==> src/rtl/object_position_integrator.sv <==
// Sub-pixel position integrator for one flying object: spawn, fly under a signed velocity, report exit.
// Optional side-wall reflection is enabled by defining OBJ_BOUNCE_EN.
module object_position_integrator #(
   parameter int SCREEN_W  = 640,
   parameter int SCREEN_H  = 480,
   parameter int FRAC_BITS = 4,
   parameter int OBJ_SIZE  = 64,
   parameter int TOP_LIMIT = 256
) (
   input  logic        clk,
   input  logic        rst,
   input  logic        moveclk,
   input  logic        spawn,
   input  logic [9:0]  initx,
   input  logic [9:0]  inity,
   input  logic [9:0]  vx,
   input  logic [9:0]  vy,
   input  logic [1:0]  vdx,
   input  logic [1:0]  vdy,
   output logic [10:0] x,
   output logic [10:0] y,
   output logic        active,
   output logic        exited,
   output logic        bounce,
   output logic [1:0]  state_dbg
);

   localparam int PW = 11 + FRAC_BITS;

   localparam logic signed [10:0] X_HI  = 11'(SCREEN_W);
   localparam logic signed [10:0] X_LO  = 11'(-OBJ_SIZE);
   localparam logic signed [10:0] Y_HI  = 11'(SCREEN_H);
   localparam logic signed [10:0] Y_TOP = 11'(-TOP_LIMIT);
   localparam logic signed [PW-1:0] PY_SAT    = PW'(-(TOP_LIMIT * (2 ** FRAC_BITS)));
   localparam logic signed [PW-1:0] PX_RIGHT  = PW'((SCREEN_W - 1) * (2 ** FRAC_BITS));

   typedef enum logic [1:0] {
      ST_IDLE = 2'd0,
      ST_FLY  = 2'd1,
      ST_DONE = 2'd2
   } state_t;

   state_t                state_q, state_d;
   logic signed [PW-1:0]  px_q, px_d;
   logic signed [PW-1:0]  py_q, py_d;
   logic                  xinv_q, xinv_d;
   logic                  bounce_q, bounce_d;

   logic signed [PW-1:0]  vx_ext, vy_ext;
   logic signed [PW-1:0]  step_x, step_y;
   logic signed [10:0]    nx, ny;
   logic                  dir_x;
   logic                  exit_x, exit_y;
   logic                  hit_left, hit_right;

   assign vx_ext = $signed({{(PW-10){1'b0}}, vx});
   assign vy_ext = $signed({{(PW-10){1'b0}}, vy});

   // Candidate step; the exit and clamp checks look at its integer part.
   always_comb begin
      dir_x  = vdx[0] ^ xinv_q;
      step_x = px_q;
      step_y = py_q;
      if (vdx[1]) begin
         step_x = dir_x ? (px_q + vx_ext) : (px_q - vx_ext);
      end
      if (vdy[1]) begin
         step_y = vdy[0] ? (py_q + vy_ext) : (py_q - vy_ext);
      end
      nx        = step_x[PW-1:FRAC_BITS];
      ny        = step_y[PW-1:FRAC_BITS];
      hit_left  = (nx < 11'sd0);
      hit_right = (nx >= X_HI);
      exit_y    = (ny >= Y_HI);
`ifdef OBJ_BOUNCE_EN
      exit_x    = 1'b0;
`else
      exit_x    = (nx >= X_HI) || (nx < X_LO);
`endif
   end

   always_comb begin
      state_d  = state_q;
      px_d     = px_q;
      py_d     = py_q;
      xinv_d   = xinv_q;
      bounce_d = 1'b0;
      if (spawn) begin
         // Spawn is honoured in every state and restarts a flight in progress.
         px_d    = $signed({1'b0, initx, {FRAC_BITS{1'b0}}});
         py_d    = $signed({1'b0, inity, {FRAC_BITS{1'b0}}});
         xinv_d  = 1'b0;
         state_d = ST_FLY;
      end else begin
         case (state_q)
            ST_IDLE: state_d = ST_IDLE;
            ST_DONE: state_d = ST_IDLE;
            ST_FLY: begin
               if (moveclk) begin
                  px_d = step_x;
                  py_d = step_y;
`ifdef OBJ_BOUNCE_EN
                  if (hit_left) begin
                     px_d     = '0;
                     xinv_d   = ~xinv_q;
                     bounce_d = 1'b1;
                  end else if (hit_right) begin
                     px_d     = PX_RIGHT;
                     xinv_d   = ~xinv_q;
                     bounce_d = 1'b1;
                  end
`endif
                  if (ny < Y_TOP) begin
                     py_d = PY_SAT;
                  end
                  if (exit_x || exit_y) begin
                     state_d = ST_DONE;
                  end
               end
            end
            default: state_d = ST_IDLE;
         endcase
      end
   end

   always_ff @(posedge clk) begin
      if (!rst) begin
         state_q  <= ST_IDLE;
         px_q     <= '0;
         py_q     <= '0;
         xinv_q   <= 1'b0;
         bounce_q <= 1'b0;
      end else begin
         state_q  <= state_d;
         px_q     <= px_d;
         py_q     <= py_d;
         xinv_q   <= xinv_d;
         bounce_q <= bounce_d;
      end
   end

   assign x         = px_q[PW-1:FRAC_BITS];
   assign y         = py_q[PW-1:FRAC_BITS];
   assign active    = (state_q == ST_FLY);
   assign exited    = (state_q == ST_DONE);
   assign bounce    = bounce_q;
   assign state_dbg = state_q;

   // Unused-in-default-build helpers kept observable to avoid dangling logic.
   logic unused_ok;
   assign unused_ok = hit_left ^ hit_right;

endmodule

==> config.mk <==
export PLATFORM = sky130hd
export DESIGN_NAME = object_position_integrator
export DESIGN_NICKNAME = d
export VERILOG_FILES = /design/src/rtl/object_position_integrator.sv
export SDC_FILE = /design/constraint.sdc
export NUM_CORES = 1
export LEC_CHECK = 0
export CAP_MARGIN = 15
export CORE_AREA = 2 2 112 114
export CTS_CLUSTER_DIAMETER = 50
export DETAILED_ROUTE_END_ITERATION = 16
export DIE_AREA = 0 0 114 116
export PLACE_DENSITY_LB_ADDON = 0.12
export SLEW_MARGIN = 30
export SYNTH_ARGS = -nofsm -noshare
export SYNTH_HDL_FRONTEND = slang
export SYNTH_SLANG_ARGS = --single-unit
==> constraint.sdc <==
create_clock -name clk -period 7.6 [get_ports clk]
set_clock_uncertainty 0.05 [all_clocks]
set_input_delay 2.28 -clock clk [delete_from_list [all_inputs] [get_ports clk]]
set_output_delay 2.28 -clock clk [all_outputs]
set_load 0.05 [all_outputs]
==> results_dict.tcl, run 1 <==
set metrics [dict create \
    status "finished, final reports clean" \
    holdBufCountCts 0 \
    required_ns 7.77 \
    detailedPlace.worstSlack_ns 0.408 \
    grt_first_pass_wirelength_mm 15.5 \
    swShare_pct 37.5 \
    post_synth_inst_count 463 \
    fin_util_pct 36.9 \
    portBuffers 73 \
    rsz0062_at_grt "no" \
    holdWs_ns 0.412 \
    setup_viol 0 \
    crit_path_end_kind "register" \
    synthArstFlopShare_pct 0 \
    initial_core_util_pct 29.9 \
    wirelength_mm 9.80 \
    leakage_nw 1.77 \
    worst_slack_ns 0.673 \
    setup-tns-final_ns 0 \
    cts_resized 0 \
    r2r_start "py_q[0]$_SDFFE_PP0P_" \
    synth_area_leaders "dfxtp_1, ha_1, a21oi_1" \
    cts_root_buf "clkbuf_16" \
    dr.pass1.iters 4 \
    tightest_slew_ns 0.906 \
    hold_start "px_q[0]$_SDFFE_PP0P_" \
    syn_to_final_growth_pct 23.4 \
    avgSynthCellArea_um2 7.70 \
    maxCapViolations 0 \
    fp-row-count 40 \
    overflow 0 \
    synth-edff-count 0 \
    path_class "in -> reg" \
    coreArea_mm2 0.0119 \
    synthFlopType "dfxtp_1" \
    cts-htree-levels 2 \
    clkTransAtPathRegs_ns 0.05 \
    synth_top_area_cell "dfxtp_1" \
    hold_path.class "reg -> reg" \
    clk_path_buf_depth 2 \
    fin_crit_ns 6.93 \
    final_area_mm2 0.00440 \
    gp_congestion 0.811 \
    hold_viol 0 \
    fmax_ghz 0.144 \
    synthesis.area_mm2 0.00356 \
    intPower_mw 0.442 \
    detail_route.wl_per_cell_um 15.0 \
    min_period_over_period_pct 91.1 \
    antenna_found_initial 0 \
    cts_inserted_buffers 5 \
    synth.ff_latch_count 32 \
    startpoint "vy[0]" \
    p_seq_share_pct 27.0 \
    final_cell_mix "clkdlybuf4s50_1, nor2_1, a21oi_1, nand2_1, ha_1" \
    final_common_cell "clkdlybuf4s50_1" \
    die_area_mm2 0.0132 \
    crit_path_start_kind "input pin" \
    synth-seq-area-share_pct 18.0 \
    cts_tree "done" \
    grt_use_total_pct 14.6 \
    p_per_area_mw_per_mm2 161 \
    switchingPower_mw 0.265 \
    synth_nets 548 \
    arrival_ns 7.09 \
    maxSlewViolCount 0 \
    placed_area_mm2 0.00425 \
    drive_above_1_share_pct 4.95 \
    die_h_um 116 \
    drt_iter0_markers 173 \
    diodes 0 \
    crit_fanout 5 \
    clkLatencyLatePin_ns 0.27 \
    dp.cells 644 \
    cts_sinks 32 \
    post_cts_buffers 0 \
    post-dp-hpwl_mm 7.83 \
    ir_worst_vdd_mv 0.0696 \
    p_clk_share_pct 28.7 \
    grt_max_degree 25 \
    drtAntennaViolNets 0 \
    die_x_um 114 \
    max-slew-margin-rel_pct 39.4 \
    vias 3385 \
    total_power_mw 0.706 \
    grt_pass1_vias 3226 \
    drt-vias-per-instance 5.19 \
    pin_count 75 \
    yosysUniqueCellTypes 64 \
    p_comb_share_pct 44.3 \
    instances_no_fill 652 \
    drc 0 \
    synth_top_area_share_pct 18.0 \
    nNetsFinal 589 \
    ys_warn_count 0 \
]
synth_stat cells (3+ instances only):
| master | instances |
|---|---|
| buf_4 | 23 |
| inv_1 | 11 |
| a21o_1 | 7 |
| mux2i_1 | 11 |
| nor2b_1 | 10 |
| a31oi_1 | 7 |
| xor2_1 | 21 |
| o21a_1 | 5 |
| nand3_1 | 7 |
| o21ai_1 | 3 |
| a211oi_1 | 10 |
| nand2b_1 | 7 |
| clkbuf_1 | 17 |
| nor3_1 | 13 |
| a22oi_1 | 5 |
| a21oi_1 | 40 |
| o21ai_0 | 22 |
| ha_1 | 35 |
| and2_1 | 8 |
| dfxtp_1 | 32 |
| mux2_2 | 3 |
| o221ai_1 | 4 |
| nand2_1 | 40 |
| o211ai_1 | 6 |
| xnor2_1 | 16 |
| nor2_1 | 46 |
| o211a_1 | 5 |
power groups by stage:
stage	Sequential, mW	Combinational, mW	Clock (mW)
after global placement	0.195	0.311	0
after floorplan	0.193	0.232	0
after global routing	0.193	0.344	0.213
after CTS	0.191	0.315	0.208
after detailed placement	0.195	0.313	0
final	0.191	0.313	0.203
registers in the layout (all words and copies together), names as in the netlist:
register and count:
py_q 15, state_dbg 2, px_q 15
kinds of logic after synthesis:
family                     Yosys count  share of synthesized area, %
xor gates and xnor gates            38                          9.55
buffers and inverters               52                          7.94
and+or+nand+nor                    144                          19.1
AOI/OAI and AO/OA                  145                          27.9
other                                1                         0.105
muxes                               14                          4.04
DFF                                 32                          18.0
adders and majority gates           37                          13.4
critical path, cell delays in order:
cell and delay, ns:
clkdlybuf4s50_1 0.53, inv_1 0.06, ha_1 0.28, mux2_2 0.30, fa_1 0.47, a211oi_2 0.24, o21a_2 0.20, a21oi_2 0.08
a311o_2 0.42, o31ai_2 0.22, mux2i_1 0.31, xnor2_2 0.12, or3_1 0.38, ha_1 0.34, o21ai_0 0.48, a221o_1 0.26
o211a_1 0.15
worst paths after layout:
path	end	slack, ns	cells past startpoint
worst min register to register	px_q[0]$_SDFFE_PP0P_	0.41	2
worst min-delay path	px_q[0]$_SDFFE_PP0P_	0.41	2
worst max register to register	py_q[4]$_SDFFE_PN0P_	3.32	14
worst max-delay path	py_q[4]$_SDFFE_PN0P_	0.67	17
layout make-up:
| type | instances | area (um2) |
|---|---|---|
| fillers | 1277 | 7510 |
| repair buffers | 75 | 746 |
| inverters | 11 | 41.3 |
| clock buffers | 8 | 146 |
| multi-input cells | 379 | 2640 |
| well taps | 147 | 184 |
| flip-flops and latches | 32 | 641 |
per-layer routing:
metal | vias to the layer above | global-route usage, % | wire, um
met5 | - | 0 | 0
met4 | 0 | 3.66 | 104
met3 | 7 | 1.83 | 378
met2 | 70 | 26.0 | 4670
met1 | 1577 | 18.8 | 4640
li1 | 1731 | - | -
Note: power is estimated with default switching activity, not from simulation.
==> run 2: changes to the inputs <==
Settings changed: GPL_TIMING_DRIVEN set to 0.
==> run 2 against run 1 <==
  * Die area is the same
  * Worst setup slack got worse by 0.11 ns
  * Clock-buffer cell count unchanged
  * Largest cell class unchanged
  * Routed wire length rose by 3.6%
  * Via count grew 3.2%
  * Worst hold slack improved by 0.0015 ns
  * Power grew 2.3%
  * Register-to-register slack got worse by 0.04 ns
  * Clock power about the same
  * Global-route usage rose by 1.1 points
  * Sequential power hardly changed
  * Critical path depth is the same
==> results_dict.tcl, run 2 (synthesized netlist as in run 1, its figures left out) <==
set metrics [dict create \
    clkLatencyLatePin_ns 0.27 \
    tightest_slew_ns 0.605 \
    die_h_um 116 \
    critPathMaxStageDelay_ns 0.58 \
    hold_start "px_q[0]$_SDFFE_PP0P_" \
    holdBufCountCts 0 \
    fp-row-count 40 \
    drtAntennaViolNets 0 \
    overflow 0 \
    path_cells "clkdlybuf4s50_1, inv_1, ha_1, mux2_2, fa_1, a211oi_2, o21a_2, a21oi_2, a311o_2, o31ai_2, mux2i_1, xnor2_2, or3_1, ha_1, o21ai_0, a221o_1, o211a_1" \
    cts_resized 0 \
    detailedPlace.worstSlack_ns -0.0139 \
    fmax_ghz 0.142 \
    rsz0062_at_grt "no" \
    status "finished, final reports clean" \
    crit_path_end_kind "register" \
    path_class "in -> reg" \
    grt_max_degree 11 \
    max-slew-margin-rel_pct 59.3 \
    syn_to_final_growth_pct 29.7 \
    p_per_area_mw_per_mm2 156 \
    grt_pass1_vias 3472 \
    r2r_start "py_q[0]$_SDFFE_PP0P_" \
    worst_r2r_endpoint "py_q[4]$_SDFFE_PN0P_" \
    drt-vias-per-instance 5.06 \
    drt_iter0_markers 169 \
    die_x_um 114 \
    drc 0 \
    crit_fanout 5 \
    cts_root_buf "clkbuf_16" \
    initial_core_util_pct 29.9 \
    fin_crit_ns 7.04 \
    dr.pass1.iters 4 \
    nNetsFinal 627 \
    detail_route.wl_per_cell_um 14.7 \
    pin_count 75 \
    clk_path_buf_depth 2 \
    maxSlewViolCount 0 \
    diodes 0 \
    cp_slowest_cell "clkdlybuf4s50_1" \
    coreArea_mm2 0.0119 \
    post-dp-hpwl_mm 8.20 \
    hold_viol 0 \
    clkTransAtPathRegs_ns 0.05 \
    cts-htree-levels 2 \
    final_area_mm2 0.00462 \
    drive_above_1_share_pct 8.84 \
    min_period_over_period_pct 92.6 \
    die_area_mm2 0.0132 \
    final_common_cell "clkdlybuf4s50_1" \
    maxCapViolations 0 \
    wirelength_mm 10.1 \
    gp_congestion 0.905 \
    required_ns 7.77 \
    vias 3492 \
    hold_path.class "reg -> reg" \
    ir_worst_vdd_mv 0.0751 \
    placed_area_mm2 0.00447 \
    startpoint "vy[0]" \
    cts_inserted_buffers 5 \
    final_cell_mix "clkdlybuf4s50_1, nor2_1, a21oi_1, nand2_1, ha_1" \
    leakage_nw 1.90 \
    reg2reg_slack_ns 3.28 \
    crit_path_end "py_q[4]$_SDFFE_PN0P_" \
    grt_use_total_pct 15.7 \
    portBuffers 72 \
    arrival_ns 7.20 \
    antenna_found_initial 0 \
    cts_tree "done" \
    cts_sinks 32 \
    post_cts_buffers 0 \
    setup_viol 0 \
    ff2ff_path_depth 14 \
    cpMostUsedCell "ha_1" \
    crit_path_start_kind "input pin" \
    grt_first_pass_wirelength_mm 16.8 \
    worst_slack_ns 0.565 \
]
[run 2: area by class of cell]
cell class | instances | area (um2)
Buffer | 41 | 241
Clock buffer | 8 | 146
Fill cell | 1275 | 7290
Inverter | 11 | 41.3
Multi-Input combinational cell | 379 | 2650
Sequential cell | 32 | 641
Tap cell | 147 | 184
Timing Repair Buffer | 72 | 721
[run 2: critical path, delay by kind of cell]
family                   cells  cell delay [ns]
AO/OA/AOI/OAI                8             2.07
XOR/XNOR                     1             0.13
adder cells (fa/ha/maj)      3             1.08
buffers and inverters        2             0.65
multiplexers                 2             0.62
AND/OR/NAND/NOR              1             0.38
[run 2: per-stage QoR]
| step | hold slack, ns | instances | power (mW) | util (%) | setup TNS [ns] |
|---|---|---|---|---|---|
| 2_1_floorplan | 0.390 | 463 | 0.425 | - | 0 |
| 5_1_grt | 0.451 | 690 | 0.771 | 38.8 | 0 |
| 6_report | 0.413 | 690 | 0.722 | 38.8 | 0 |
| 3_3_place_gp | 0.401 | 682 | 0.519 | 37.5 | -0.00587 |
| 4_1_cts | 0.416 | 690 | 0.730 | 38.7 | 0 |
| 3_5_place_dp | 0.408 | 682 | 0.521 | 37.5 | -0.0139 |
[run 2: worst min-delay path by stage]
stage                            to  slack, ns  cells after the start
2_1_floorplan  px_q[0]$_SDFFE_PP0P_       0.39                      2
3_3_place_gp   px_q[0]$_SDFFE_PP0P_       0.40                      2
3_5_place_dp   px_q[0]$_SDFFE_PP0P_       0.41                      2
4_1_cts        px_q[0]$_SDFFE_PP0P_       0.42                      2
5_1_grt        px_q[0]$_SDFFE_PP0P_       0.45                      2
6_report       px_q[0]$_SDFFE_PP0P_       0.41                      2
[run 2: layer usage]
layer | routed length (um) | track usage (%) | vias up
met3 | 390 | 2.20 | 18
met4 | 307 | 6.59 | 0
met1 | 4640 | 19.0 | 1583
li1 | - | - | 1816
met5 | 0 | 0 | -
met2 | 4810 | 27.9 | 75
[run 2: power by group]
group / leakage [nW] / total, mW / switching [mW] / internal [mW]
Combinational: 1.57 / 0.327 / 0.184 / 0.143
Clock: 0.0712 / 0.205 / 0.0741 / 0.131
Sequential: 0.263 / 0.191 / 0.0122 / 0.178
